[config.mk]
export PLATFORM = sky130hd
export DESIGN_NAME = key_click_decoder
export DESIGN_NICKNAME = d
export VERILOG_FILES = /design/src/rtl/key_pkg.sv /design/src/rtl/click_window_timer.sv /design/src/rtl/key_click_decoder.sv
export SDC_FILE = /design/constraint.sdc
export NUM_CORES = 1
export LEC_CHECK = 0
export CORE_MARGIN = 10
export CORE_UTILIZATION = 55
export CTS_CLUSTER_DIAMETER = 80
export CTS_CLUSTER_SIZE = 40
export DETAILED_ROUTE_END_ITERATION = 16
export HOLD_SLACK_MARGIN = 0.03
export PLACE_DENSITY = 0.77
export RECOVER_POWER = 25
export SYNTH_ARGS = -nofsm -noshare
export SYNTH_HDL_FRONTEND = slang
export SYNTH_HIERARCHICAL = 1
export SYNTH_SLANG_ARGS = --single-unit
[constraint.sdc]
create_clock -name clk -period 4.4 [get_ports clk]
set_input_delay 0.88 -clock clk [delete_from_list [all_inputs] [get_ports clk]]
set_output_delay 0.88 -clock clk [all_outputs]
set_load 0.03 [all_outputs]
[src/rtl/key_pkg.sv]
// Shared definitions for the key input path: click FSM state encoding,
// click count width and the default grouping window.
package key_pkg;

  localparam int unsigned CLICK_CNT_W           = 2;
  localparam int unsigned DEFAULT_WINDOW_CYCLES = 3600000;  // 300 ms at 12 MHz

  // Two-state click grouping FSM, kept as plain constants so the encoding
  // matches the legacy netlist bit-for-bit.
  typedef logic [0:0] state_t;
  localparam state_t IDLE = 1'b0;
  localparam state_t WAIT = 1'b1;

endpackage

[src/rtl/click_window_timer.sv]
// Gap timer for click grouping: counts cycles since the last press and flags
// the final cycle of the window.
module click_window_timer #(
  parameter int unsigned WINDOW_CYCLES = 3600000,
  parameter int unsigned CNT_W         = 22
) (
  input  logic clk,
  input  logic rst,
  input  logic clear,
  input  logic enable,
  output logic expire
);

  logic [CNT_W-1:0] r_count;

  // Count while enabled; clear has priority. The owner clears on expire, so
  // the counter never reaches the wrap point.
  always_ff @(posedge clk or posedge rst) begin
    if (rst) begin
      r_count <= '0;
    end else if (clear) begin
      r_count <= '0;
    end else if (enable) begin
      r_count <= r_count + CNT_W'(1);
    end
  end

  assign expire = (r_count == CNT_W'(WINDOW_CYCLES - 1));

endmodule

[src/rtl/key_click_decoder.sv]
// Groups debounced key presses that arrive within a time window and reports
// each group once as a single, double or triple click.
module key_click_decoder
  import key_pkg::*;
#(
  parameter int unsigned WINDOW_CYCLES = DEFAULT_WINDOW_CYCLES,
  parameter int unsigned CNT_W         = 22,
  parameter int unsigned MAX_CLICKS    = 3
) (
  input  logic                   clk,
  input  logic                   rst,
  input  logic                   key_pulse,
  output logic                   click_valid,
  output logic [CLICK_CNT_W-1:0] click_count,
  output logic                   busy
);

  state_t                 r_state;
  logic [CLICK_CNT_W-1:0] r_presses;
  logic                   r_valid;
  logic [CLICK_CNT_W-1:0] r_count;
  logic                   r_busy;

  state_t                 w_state_nxt;
  logic [CLICK_CNT_W-1:0] w_presses_nxt;
  logic                   w_valid_nxt;
  logic [CLICK_CNT_W-1:0] w_count_nxt;
  logic                   w_clear;
  logic                   w_enable;
  logic                   w_expire;
  logic [CLICK_CNT_W-1:0] w_inc;

  assign w_inc = r_presses + CLICK_CNT_W'(1);

  click_window_timer #(
    .WINDOW_CYCLES (WINDOW_CYCLES),
    .CNT_W         (CNT_W)
  ) u_timer (
    .clk    (clk),
    .rst    (rst),
    .clear  (w_clear),
    .enable (w_enable),
    .expire (w_expire)
  );

  // Next-state logic: a press always beats a timeout in the same cycle, and a
  // press in IDLE opens a new group even while the previous event is shown.
  always_comb begin
    w_state_nxt   = r_state;
    w_presses_nxt = r_presses;
    w_valid_nxt   = 1'b0;
    w_count_nxt   = '0;
    w_clear       = 1'b0;
    w_enable      = 1'b0;
    if (r_state == IDLE) begin
      if (key_pulse) begin
        w_presses_nxt = CLICK_CNT_W'(1);
        w_clear       = 1'b1;
        w_state_nxt   = WAIT;
      end
    end else begin
      if (key_pulse && (w_inc == CLICK_CNT_W'(MAX_CLICKS))) begin
        w_valid_nxt   = 1'b1;
        w_count_nxt   = CLICK_CNT_W'(MAX_CLICKS);
        w_presses_nxt = '0;
        w_clear       = 1'b1;
        w_state_nxt   = IDLE;
      end else if (key_pulse) begin
        w_presses_nxt = w_inc;
        w_clear       = 1'b1;
      end else if (w_expire) begin
        w_valid_nxt   = 1'b1;
        w_count_nxt   = r_presses;
        w_presses_nxt = '0;
        w_clear       = 1'b1;
        w_state_nxt   = IDLE;
      end else begin
        w_enable      = 1'b1;
      end
    end
  end

  // State, press counter and registered outputs.
  always_ff @(posedge clk or posedge rst) begin
    if (rst) begin
      r_state   <= IDLE;
      r_presses <= '0;
      r_valid   <= 1'b0;
      r_count   <= '0;
      r_busy    <= 1'b0;
    end else begin
      r_state   <= w_state_nxt;
      r_presses <= w_presses_nxt;
      r_valid   <= w_valid_nxt;
      r_count   <= w_count_nxt;
      r_busy    <= (w_state_nxt == WAIT);
    end
  end

  assign click_valid = r_valid;
  assign click_count = r_count;
  assign busy        = r_busy;

endmodule
==> summary.txt <==
Run status
  – Status: finished clean

Finish
  – Most common cell after layout, fill and taps aside: dfrtp_1
  – Nets: 161
  – Layout area overhead: 5.74%
  – Register area: 701 um2
  – Multi-input gate area: 704 um2
  – # fillers: 204
  – N_diodes: 0
  – Most frequent cells in the layout: dfrtp_1, nor2_1, nand2_1
  – Post-layout util: 62.1%
  – Layout cell share with drive strength beyond 1: 6.49%
  – Layout Cells excl Fill: 184

GRT
  – Vias in the first global route: 1129
  – Global-route wire length before repair: 4840 um
  – Largest net degree at the start of global routing: 23
  – GR Util All Layers: 10.9%
  – Initial antenna violation count: 0
  – Total grt overflow: 0

Clock network
  – Clock transition at path regs: 0.14 ns
  – Post-CTS Hold Buffers: 0
  – Resized cells post-CTS: 0
  – H-tree Lvls: 1
  – TritonCTS Sinks: 28
  – CTS tree: yes
  – Num CTS Buffers: 3
  – Clk root buf: clkbuf_4
  – Max Root-Sink Buffers: 2
  – Worst skew pair latency: 0.32 ns
  – Post-CTS Setup Inserts: 0

Power and ir drop
  – Power per cell area: 296 mW/mm2
  – Leakage: 0.590 nW
  – VDD IR max: 0.237 mV

Hold path
  – Worst Hold Launch: r_presses[1]
  – Hold Path Class: reg -> reg
  – Hold path endpoint: r_presses[1]
  – Hold Path Stages: 2

STA
  – Hold WS: 0.564 ns
  – Clk_skew: 0.00291 ns
  – Slew HR: 27.3%
  – Final Critical Period: 3.59 ns
  – Final Hold Fails: 0
  – Worst Tran Pin Value: 1.08 ns
  – Setup violators final: 0
  – Fin crit share: 81.6%
  – Peak Freq: 279 MHz
  – Slew Viols, Final: 0
  – RSZ-0062 raised after global routing: false
  – Fin Setup TNS: 0 ns

Place
  – Placed cell count: 181
  – Port bufs: 6
  – Final HPWL DP: 2090 um
  – Gpl congestion: 0.840

Synth
  – Number of flops mapped to enable cells by yosys: 0
  – Seq/Total Area, Yosys: 47.3%
  – Synth unique cells: 39
  – Synthesis warning total: 6
  – Main flop type after synthesis: dfrtp_1
  – Post-Synthesis Cell Area: 0.00148 mm2
  – Avg Cell Area, Syn: 9.81 um2
  – Yosys reg bits: 28
  – Post-Synthesis Cells: 151
  – Asr flop ratio synth: 100%
  – Syn Nets: 156

Floorplan
  – Die width: 71.9 um
  – Std-Cell Rows: 18
  – # IOs: 7
  – Core ar.: 0.00252 mm2
  – Starting Density: 58.7%
  – Vert. Die Dim: 71.9 um
  – Die area: 0.00517 mm2

Detailed routing
  – First-pass DRT Iterations: 4
  – Final routed DRC violation total: 0
  – DR WL/cell: 15.3 um
  – Iteration-0 DRC Markers: 81
  – Antenna-violating nets left: 0
  – Vias per inst: 6.28
  – DRT Wirelength: 2810 um
  – Via count: 1156

Worst setup path
  – Setup slack, reg-to-reg: 0.81 ns
  – R2R cell count: 8
  – Worst path depth: 8
  – CP arrival: 3.85 ns
  – RR Startpoint: u_timer/r_count[16]
  – Startpoint types: flop
  – Crit Path Max Fanout: 14
  – Worst setup path class: reg -> reg
  – Max stage delay on crit path: 0.83 ns
  – Worst path cell trace: nor4b_1, nand3_1, nor4_1, a21o_2, o2111ai_2, or4_1, or3_1, a21oi_1
  – R2r endpoint: u_timer/r_count[17]
  – Delay-heaviest family, CP: simple AND/OR/NAND/NOR gates
  – CP Capture Type: flop
  – CP max stage cell: nor4_1
  – Worst Setup SP: u_timer/r_count[16]
  – Crit path buf inv count: 0
  – CP required: 4.66 ns

Flow run
  – Maximum capacitance violations: 0
==> metal layers <==
metal / up-vias / track usage, % / share of wire (%) / wire [um]
met5: - / 0 / 0 / 0
met4: 0 / 4.09 / 1.1 / 30
met3: 6 / 1.63 / 4.8 / 136
met2: 33 / 18.8 / 50 / 1420
met1: 565 / 13.3 / 44 / 1230
li1: 552 / - / - / -
==> flip-flops by register name (all words and copies together) (netlist names) <==
signal           flops
busy                 1
click_count          2
r_presses            2
click_valid          1
u_timer/r_count     22
==> cell usage after synthesis (2+ instances only) <==
master | n | area (um2)
nor2_1 | 13 | 48.8
or4_1 | 5 | 37.5
nand3b_1 | 2 | 15.0
xor2_1 | 3 | 26.3
buf_4 | 3 | 22.5
or3_1 | 7 | 43.8
nor3_1 | 2 | 10.0
a21oi_1 | 10 | 50.1
o21ai_0 | 7 | 35.0
dfrtp_1 | 28 | 701
nand2_1 | 11 | 41.3
nand3_1 | 4 | 20.0
inv_1 | 7 | 26.3
o31ai_1 | 4 | 30.0
clkbuf_1 | 3 | 11.3
nor4_1 | 4 | 25.0
xnor2_1 | 8 | 70.1
nand4_1 | 7 | 43.8
a21boi_1 | 2 | 15.0
ha_1 | 2 | 25.0
==> worst reg2reg max path, delay by kind of cell (launching register included) <==
kind               cells  cell delay [ns]
and+or+nand+nor        5             2.27
DFF                    1             0.47
AOI/OAI and AO/OA      3             0.80
==> layout make-up <==
cell class | count | area share [%]
Timing Repair Buffer | 8 | 4.79
Sequential cell | 28 | 44.7
Clock buffer | 3 | 1.44
Multi-Input combinational cell | 108 | 45.0
Tap cell | 30 | 2.40
Inverter | 7 | 1.68
==> stage by stage <==
step | instance area, um2 | total power, mW | setup WS [ns]
2_1_floorplan | 1480 | 0.347 | 1.22
5_1_grt | 1570 | 0.488 | 0.489
3_5_place_dp | 1540 | 0.367 | 0.835
3_3_place_gp | 1540 | 0.365 | 0.999
6_report | 1570 | 0.463 | 0.810
4_1_cts | 1570 | 0.469 | 0.816
==> how the worst max path moves through the flow <==
stage | slack (ns) | end
4_1_cts | 0.82 | u_timer/r_count[17]
2_1_floorplan | 1.22 | u_timer/r_count[17]
3_3_place_gp | 1.0 | u_timer/r_count[17]
5_1_grt | 0.49 | u_timer/r_count[17]
6_report | 0.81 | u_timer/r_count[17]
3_5_place_dp | 0.84 | u_timer/r_count[17]
==> power by group <==
group / internal, mW / switching (mW)
logic: 0.0334 / 0.0421
clock network: 0.0321 / 0.0694
registers: 0.271 / 0.0149
==> cells by family after synthesis <==
kind of cell | Yosys count | synth area share (%)
AOI/OAI and AO/OA | 32 | 14.8
xor gates and xnor gates | 11 | 6.50
adders and majority gates | 2 | 1.69
buffers and inverters | 15 | 5.15
DFF | 28 | 47.3
muxes | 1 | 0.676
and+or+nand+nor | 62 | 23.9
Power figures use the tool's default switching activity.
